[config.mk]
export PLATFORM = sky130hd
export DESIGN_NAME = axi_read_arbiter
export DESIGN_NICKNAME = d
export VERILOG_FILES = /design/src/rtl/axi_pkg.sv /design/src/rtl/rr_arb2.sv /design/src/rtl/axi_read_arbiter.sv
export SDC_FILE = /design/constraint.sdc
export NUM_CORES = 1
export LEC_CHECK = 0
export ABC_AREA = 1
export CAP_MARGIN = 0
export CORE_AREA = 2 2 147 149
export DETAILED_ROUTE_END_ITERATION = 7
export DIE_AREA = 0 0 149 151
export GPL_TIMING_DRIVEN = 0
export PLACE_DENSITY = 0.54
export SLEW_MARGIN = 0
export SYNTH_ARGS = -nofsm -noshare
export SYNTH_HDL_FRONTEND = slang
export SYNTH_SLANG_ARGS = --single-unit
[constraint.sdc]
create_clock -name clk -period 1.4 [get_ports clk]
set_input_delay 0.21 -clock clk [delete_from_list [all_inputs] [get_ports clk]]
set_output_delay 0.21 -clock clk [all_outputs]
set_load 0.05 [all_outputs]
[src/rtl/axi_pkg.sv]
// axi_pkg: shared AXI read-channel constants and the read-arbiter state type.
//   AXI_BURST_WRAP / AXI_SIZE_8B / AXI_PROT_DEFAULT / AXI_CACHE_DEFAULT drive the
//   constant AR fields; AXI_RESP_OKAY is the only response treated as clean.
package axi_pkg;

    localparam logic [1:0] AXI_BURST_WRAP    = 2'h2;
    localparam logic [2:0] AXI_SIZE_8B       = 3'h3;
    localparam logic [2:0] AXI_PROT_DEFAULT  = 3'h6;
    localparam logic [3:0] AXI_CACHE_DEFAULT = 4'h0;
    localparam logic [1:0] AXI_RESP_OKAY     = 2'h0;

    typedef enum logic [1:0] {
        IDLE = 2'd0,
        ADDR = 2'd1,
        DATA = 2'd2
    } arb_state_t;

    // One-hot requester mask from a requester index.
    function automatic logic [1:0] req_onehot(input logic idx);
        return idx ? 2'b10 : 2'b01;
    endfunction

endpackage

[src/rtl/rr_arb2.sv]
// rr_arb2: two-way round-robin grant.
//   clk, reset : clock, synchronous active-high reset (pointer back to requester 0)
//   req        : request vector, bit n = requester n
//   done       : completion strobe for the transaction granted to done_idx
//   done_idx   : requester that just completed; pointer moves to the other one
//   grant_c    : index of the winning requester (combinational)
//   any_c      : at least one requester is asking (combinational)
module rr_arb2 (
    input  logic       clk,
    input  logic       reset,
    input  logic [1:0] req,
    input  logic       done,
    input  logic       done_idx,
    output logic       grant_c,
    output logic       any_c
);

    logic rr_ptr;

    // Priority pointer: the requester that did not just complete goes first next time.
    always_ff @(posedge clk) begin
        if (reset) begin
            rr_ptr <= 1'b0;
        end else if (done) begin
            rr_ptr <= ~done_idx;
        end
    end

    // Contention resolved by the pointer; a lone requester always wins.
    always_comb begin
        any_c   = |req;
        grant_c = (req == 2'b11) ? rr_ptr : req[1];
    end

endmodule

[src/rtl/axi_read_arbiter.sv]
// axi_read_arbiter: shares one AXI read channel (AR/R) between two line-fill
// requesters (0 = instruction fetch, 1 = data load). One transaction at a time:
// grant, issue a single wrap burst on AR, route the R beats back to the winner.
//   clk, reset        : clock, synchronous active-high reset
//   req_valid[1:0]    : request per requester; address held until req_ready
//   req_addr0/1       : requester addresses (aligned down to the beat size)
//   req_ready[1:0]    : one-cycle accept pulse to the granted requester
//   resp_valid[1:0]   : beat valid to requester n, zero-latency from R
//   resp_data/last/err: shared beat payload, last-beat flag, beat error flag
//   m_axi_ar*         : read address channel (constant burst attributes)
//   m_axi_r*          : read data channel; rready only while collecting a burst
module axi_read_arbiter
    import axi_pkg::*;
#(
    parameter int unsigned ID_WIDTH   = 13,
    parameter int unsigned ADDR_WIDTH = 64,
    parameter int unsigned DATA_WIDTH = 64,
    parameter int unsigned BURST_LEN  = 8
) (
    input  logic                  clk,
    input  logic                  reset,

    input  logic [1:0]            req_valid,
    input  logic [ADDR_WIDTH-1:0] req_addr0,
    input  logic [ADDR_WIDTH-1:0] req_addr1,
    output logic [1:0]            req_ready,

    output logic [1:0]            resp_valid,
    output logic [DATA_WIDTH-1:0] resp_data,
    output logic                  resp_last,
    output logic                  resp_err,

    output logic [ID_WIDTH-1:0]   m_axi_arid,
    output logic [ADDR_WIDTH-1:0] m_axi_araddr,
    output logic [7:0]            m_axi_arlen,
    output logic [2:0]            m_axi_arsize,
    output logic [1:0]            m_axi_arburst,
    output logic                  m_axi_arlock,
    output logic [3:0]            m_axi_arcache,
    output logic [2:0]            m_axi_arprot,
    output logic                  m_axi_arvalid,
    input  logic                  m_axi_arready,

    input  logic [ID_WIDTH-1:0]   m_axi_rid,
    input  logic [DATA_WIDTH-1:0] m_axi_rdata,
    input  logic [1:0]            m_axi_rresp,
    input  logic                  m_axi_rlast,
    input  logic                  m_axi_rvalid,
    output logic                  m_axi_rready
);

    localparam int unsigned BEAT_W = (BURST_LEN > 1) ? $clog2(BURST_LEN) : 1;
    localparam logic [BEAT_W-1:0]     LAST_BEAT  = BEAT_W'(BURST_LEN - 1);
    // Clears the byte-offset bits of an 8-byte beat.
    localparam logic [ADDR_WIDTH-1:0] ALIGN_MASK = ~ADDR_WIDTH'(7);

    arb_state_t            state;
    logic                  grant_idx;
    logic [BEAT_W-1:0]     beat_cnt;

    logic                  arb_grant_c;
    logic                  arb_any_c;
    logic                  beat_c;
    logic                  done_c;
    logic [ADDR_WIDTH-1:0] sel_addr_c;

    rr_arb2 u_rr_arb2 (
        .clk      (clk),
        .reset    (reset),
        .req      (req_valid),
        .done     (done_c),
        .done_idx (grant_idx),
        .grant_c  (arb_grant_c),
        .any_c    (arb_any_c)
    );

    // Burst attributes never change: one fixed-length 8-byte wrap burst per line fill.
    assign m_axi_arlen   = 8'(BURST_LEN - 1);
    assign m_axi_arsize  = AXI_SIZE_8B;
    assign m_axi_arburst = AXI_BURST_WRAP;
    assign m_axi_arlock  = 1'b0;
    assign m_axi_arcache = AXI_CACHE_DEFAULT;
    assign m_axi_arprot  = AXI_PROT_DEFAULT;

    // Beat acceptance, beat routing and per-beat error detection.
    always_comb begin
        sel_addr_c = arb_grant_c ? req_addr1 : req_addr0;
        beat_c     = m_axi_rvalid && m_axi_rready && (state == DATA);
        done_c     = beat_c && m_axi_rlast;
        resp_valid = beat_c ? req_onehot(grant_idx) : 2'b00;
        resp_data  = m_axi_rdata;
        resp_last  = beat_c && m_axi_rlast;
        // Flags bad response, foreign ID, early rlast, or missing rlast on the final beat.
        resp_err   = beat_c && ((m_axi_rresp != AXI_RESP_OKAY) ||
                                (m_axi_rid != m_axi_arid) ||
                                (m_axi_rlast && (beat_cnt != LAST_BEAT)) ||
                                (!m_axi_rlast && (beat_cnt == LAST_BEAT)));
    end

    // Transaction sequencer: IDLE -> ADDR -> DATA -> IDLE, all handshake outputs registered.
    always_ff @(posedge clk) begin
        if (reset) begin
            state         <= IDLE;
            grant_idx     <= 1'b0;
            beat_cnt      <= '0;
            req_ready     <= 2'b00;
            m_axi_arvalid <= 1'b0;
            m_axi_araddr  <= '0;
            m_axi_arid    <= '0;
            m_axi_rready  <= 1'b0;
        end else begin
            req_ready <= 2'b00;
            case (state)
                IDLE: begin
                    if (arb_any_c) begin
                        grant_idx     <= arb_grant_c;
                        m_axi_araddr  <= sel_addr_c & ALIGN_MASK;
                        m_axi_arid    <= ID_WIDTH'(arb_grant_c);
                        req_ready     <= req_onehot(arb_grant_c);
                        m_axi_arvalid <= 1'b1;
                        state         <= ADDR;
                    end
                end
                ADDR: begin
                    if (m_axi_arvalid && m_axi_arready) begin
                        m_axi_arvalid <= 1'b0;
                        m_axi_rready  <= 1'b1;
                        beat_cnt      <= '0;
                        state         <= DATA;
                    end
                end
                DATA: begin
                    if (beat_c) begin
                        // Saturate so an overlong burst keeps flagging the final-beat checks.
                        if (beat_cnt != LAST_BEAT) begin
                            beat_cnt <= beat_cnt + BEAT_W'(1);
                        end
                        if (m_axi_rlast) begin
                            m_axi_rready <= 1'b0;
                            state        <= IDLE;
                        end
                    end
                end
                default: begin
                    state <= IDLE;
                end
            endcase
        end
    end

endmodule

# Word level (Yosys, flattened, before mapping)
# Index checks and enable logic that the tools add are counted.
# Widths: inputs -> output; s select.
[totals]
regBits = 72
inputBits = 214
output_inout_bits = 170
wordCells = 66
[classes]
add_sub_neg = 1
n_eq_ne = 11
mux = 21
bitwise = 3
n_reduce_logical = 22
[ops]
columns = ["op", "count"]
rows = [
  ["$mux 64", 1],
  ["$mux 2", 7],
  ["$ne 13x1->1", 1],
  ["$reduce_and 4->1", 3],
  ["$mux 3", 3],
  ["$ne 2x2->1 const B", 4],
  ["$logic_and 1x1->1", 7],
  ["$mux 1", 6],
  ["$pmux 2 s3", 1],
  ["$pmux 3 s2", 1],
  ["$reduce_bool 2->1", 3],
  ["$eq 2x2->1 const B", 2],
  ["$pmux 1 s2", 2],
  ["$add 3x1->3 const B", 1],
  ["$eq 3x3->1 const B", 1],
  ["$logic_or 1x1->1", 3],
  ["$ne 3x3->1 const B", 1],
  ["$not 1->1", 3],
  ["$reduce_and 3->1", 1],
  ["$reduce_or 3->1", 1],
  ["$eq 2x1->1 const B", 1],
  ["$logic_not 2->1", 1],
  ["$ne 2x1->1 const B", 1],
  ["$reduce_and 2->1", 1],
  ["other kinds (2)", 2],
]

# Longest topological paths before layout
[depth]
depth_word = 5
depth_mapped = 9
depth_no_buf = 9

# Cells and area by module
# A second synthesis with hierarchy kept.
[hier_totals]
hier_cells = 472
hier_area_um2 = 3982.6
[modules_own_cells]
columns = ["mod", "instances", "cells_per_inst", "area_per_inst_um2", "seq_area_each_um2"]
rows = [
  ["axi_read_arbiter", 1, 461, 3925.0, 1421.4],
  ["rr_arb2", 1, 11, 57.6, 20.0],
]

# Worst setup path after synthesis
# No wires, ideal clock.
[synth_path]
path_type = "register to output"
from = "register m_axi_rready"
to = "output resp_valid[0]"
t_arrival_ns = 1.667
required_time_ns = 1.190
slack_ns = -0.477
stages_incl_launch_ff = 5
n_path_buf = 0
cell_sequence = "dfxtp_1 -> nand2_1 -> nor2_1 -> inv_1 -> nor2_1"
[synth_via]
elab_chain_cells = 3
[synth_rtl]
columns = ["item", "line", "rtl"]
rows = [
  ["from (decl)", "axi_read_arbiter.sv:49", "output logic m_axi_rready"],
  ["from (signal assigned)", "axi_read_arbiter.sv:110", "m_axi_rready <= 1'b0;"],
  ["from (signal assigned)", "axi_read_arbiter.sv:127", "m_axi_rready <= 1'b1;"],
  ["from (signal assigned)", "axi_read_arbiter.sv:139", "m_axi_rready <= 1'b0;"],
  ["$logic_and 1x1->1 (2 in a row)", "axi_read_arbiter.sv:88", "beat_c = m_axi_rvalid && m_axi_rready && (state == DATA);"],
  ["$mux 2", "axi_read_arbiter.sv:90", "resp_valid = beat_c ? req_onehot(grant_idx) : 2'b00;"],
  ["to (decl)", "axi_read_arbiter.sv:28", "output logic [1:0] resp_valid,"],
]
# No other way between the ends.

# Final worst setup path
[layout_path]
from = "register beat_cnt[0]"
to = "output resp_err"
[layout_via]
elab_chain_cells = 5
word_cells_on_any_way = 7
classes_between = "eq/ne: 2; reduce/logical: 5"
[layout_rtl]
columns = ["item", "line", "rtl"]
rows = [
  ["from (decl)", "axi_read_arbiter.sv:59", "logic [BEAT_W-1:0] beat_cnt;"],
  ["from (signal assigned)", "axi_read_arbiter.sv:136", "beat_cnt <= beat_cnt + BEAT_W'(1);"],
  ["$ne 3x3->1", "axi_read_arbiter.sv:96", "(m_axi_rlast && (beat_cnt != LAST_BEAT)) ||"],
  ["$logic_and 1x1->1", "axi_read_arbiter.sv:96", ""],
  ["$logic_or 1x1->1", "axi_read_arbiter.sv:95", "(m_axi_rid != m_axi_arid) ||"],
  ["$logic_or 1x1->1 (*)", "axi_read_arbiter.sv:96", ""],
  ["$logic_and 1x1->1 (*)", "axi_read_arbiter.sv:94", "resp_err = beat_c && ((m_axi_rresp != AXI_RESP_OKAY) ||"],
  ["to (decl)", "axi_read_arbiter.sv:31", "output logic resp_err,"],
]
# Mark *: on every way between the ends. The rest lies on a longest branch, timed or not.

==> run summary <==
run status -> finished, violations left
failing checks -> setup timing
Post-synth top cells -> nand2_1, buf_4, inv_1
Clock Latency Late Sink -> 0.34 ns
CTS buffer count -> 9
Top Ports -> 384
Post-Layout Inst Area -> 0.00843 mm^2
pre-CTS setup slack -> -0.852 ns
top-count cell post-synth -> nand2_1
synth warn -> 0
Yosys cell types -> 22
first-pass GRT wire length -> 23900 um
min Tclk post-route -> 1.79 ns
Seq/Total Area, Yosys -> 0.331
Crit. End Element -> output pin
CTS tree -> built
Die ar. -> 0.0225 mm^2
clk slew on worst S/H paths -> 0.06 ns
post-synth top area share -> 0.331
dominant cell type by area after synthesis -> dfxtp_1
EDFF count, synth -> 0
Die Span Y -> 151 um
initial antenna violation count -> 0
Hold Crit Endpoint -> u_rr_arb2.rr_ptr
Port Buffers -> 276
largest net degree at the start of global routing -> 14
vias in the first global route -> 4454
Slew HR -> 0.549
VDD IR max -> 720 uV
asr flop ratio synth -> 0
critical path launch point type -> register
Worst R2R Start -> u_rr_arb2.rr_ptr
GRT Residual Overflow -> 0
Max Cap Viol -> 0
Core Area -> 0.0208 mm^2
synth top area cells -> dfxtp_1, buf_4, nand2_1, inv_1, nand3_1
HP Class -> in -> reg
Post-Syn Area -> 0.00436 mm^2
setup TNS after final layout -> -0.602 ns
Least-Margin Pin Slew -> 0.677 ns
register bit total from synthesis -> 72
CTS sink count -> 72
post-synthesis compound-gate area fraction -> 0.0784
starting density of the core -> 0.209
maximum clock rate -> 559 MHz
Area Growth Syn to Fin -> 93.4%
Slew Limit Fails -> 0
Clock Path Buffers -> 2
WL per Instance -> 13.3 um
Register Area -> 0.00146 mm^2
final hold viol count -> 0
DRT Wirelength -> 16900 um
Avg Vias per Cell -> 3.89
WHS Path Cells -> 2
First DRT Iteration DRCs -> 160
post-synthesis cell count -> 658
Placed Cells -> 1243
largest family of logic cells by synthesized area -> simple AND/OR/NAND/NOR gates
Worst EP required -> 1.19 ns
Final Non-Filler Cells -> 1273
Rows -> 53
fill count -> 2218
clk_skew -> 0.0104 ns
XOR/XNOR Fraction of Synth Area -> 0
Final WS setup -> -0.389 ns
H-tree depth -> 3
min-delay src -> reset
Final Setup Violations -> 4
Die X -> 149 um
area of the multi-input gates -> 0.00209 mm^2
Synth Area in Adders -> 0.00574
synthesized area per cell -> 6.62 um^2
WP data arrival -> 1.58 ns
Finished Core Util -> 0.405
Post-DP Area -> 0.00763 mm^2
Main synth FF type -> dfxtp_1
Final ANT Viol Nets -> 0
CP Class -> reg -> out
RD Place Congestion -> 0.772
fin crit share -> 1.28
dpl hpwl -> 13000 um
drt pass-1 iters -> 4
r2r setup slk -> 0.04 ns
# diodes -> 0
nets -> 1209
Clock Tree Root -> clkbuf_16
via count -> 4955
Leakage -> 3.89 nW
# DRC -> 0
Power Dens Cells -> 1080 mW/mm^2
R2R depth -> 8
Post-Synth Simple-Gate Area -> 0.311
mux share of post-synthesis cell area -> 0
Global Route Usage Sum -> 0.137
RSZ-0062 raised after global routing -> yes
crit path max fanout -> 3
R2R Path End -> m_axi_araddr[21]
layout cell share with drive strength beyond 1 -> 0.318
==> area by class of cell <==
cell class                 instances  share of cell area
inverter                          76              0.0350
buffer                           130               0.115
clock buffer                       9              0.0267
multi-input combinational        415               0.247
tap                              275              0.0408
clock inverter                     7              0.0114
sequential                        72               0.173
timing repair buffer             289               0.351
==> worst max-delay path, cell delays in order (launching register included) <==
cell and delay (ns):
dfxtp_4 0.35, ha_4 0.16, ha_4 0.15, inv_2 0.05
nor2_1 0.03, nor2_1 0.08, nand3_1 0.08, nand2_2 0.09
clkinvlp_4 0.09, buf_8 0.15
==> state kept, by name, indices dropped and copies added (netlist names) <==
register and count:
m_axi_araddr 61, beat_cnt 3, req_ready 2, state 2, grant_idx 1, m_axi_arvalid 1, m_axi_rready 1, u_rr_arb2.rr_ptr 1
==> power by group <==
part	internal, mW	switching [mW]	total, mW	leakage (nW)
Clock	1.56	0.957	2.52	0.159
Sequential	2.36	0.183	2.54	0.597
Combinational	1.52	2.50	4.03	3.13
==> stage by stage <==
stage | hold slack [ns] | power [mW]
6_report | 0.190 | 9.09
5_1_grt | 0.188 | 9.58
4_1_cts | 0.178 | 9.06
3_5_place_dp | 0.438 | 6.48
3_3_place_gp | 0.436 | 6.46
2_1_floorplan | 0.351 | 5.06
==> worst max-delay path by stage <==
stage / from / to / slack, ns / cells past startpoint
floorplan: beat_cnt[1] / resp_err / 0.009 / 8
global placement: m_axi_rvalid / resp_last / -0.87 / 6
detailed placement: m_axi_rlast / resp_err / -0.85 / 8
CTS: beat_cnt[0] / resp_err / -0.40 / 9
global route: beat_cnt[0] / resp_err / -0.48 / 9
finish: beat_cnt[0] / resp_err / -0.39 / 9
==> metal layers <==
| metal | global-route usage | part of all wire | wire [um] | vias to the layer above |
|---|---|---|---|---|
| met5 | 0 | 0 | 0 | - |
| met4 | 0.0414 | 0.012 | 205 | 0 |
| met3 | 0.0386 | 0.086 | 1450 | 12 |
| met2 | 0.243 | 0.50 | 8530 | 207 |
| met1 | 0.161 | 0.40 | 6720 | 2182 |
| li1 | - | - | - | 2554 |
==> what timing repair did <==
action	CTS	global route
buffers inserted	7	3
pin swaps	8	11
hold buffers	0	0
cloned	0	4
setup endpoints to repair	135	79
resized for setup	261	78
==> placed cells by master (no fill, tap or decap), types with 4 or more instances in the layout <==
cell             synthesis  layout
a21oi_1                 41      38
buf_1                    4       4
buf_2                    3       7
buf_4                  109     116
buf_6                    0       6
buf_8                    0       5
clkbuf_16                0      11
clkbuf_2                 0      13
clkdlybuf4s15_2          0      55
clkdlybuf4s50_1          0     204
conb_1                   2      36
dfxtp_1                 72      66
inv_1                   73      67
inv_2                    3       6
nand2_1                167     159
nand2_2                  1       7
nand3_1                 52      38
nand3_2                  0      14
nor2_1                  44      40
nor2_4                   2       6
o21ai_0                  6       5
o21ai_1                 18      18
or2_2                   39      28
or2_4                    0      11
==> kinds of logic after synthesis <==
group                      count (synthesis)
other                                      2
DFF                                       72
adders and majority gates                  2
AOI/OAI and AO/OA                         66
buffers and inverters                    206
and+or+nand+nor                          310
Power figures use the tool's default switching activity.
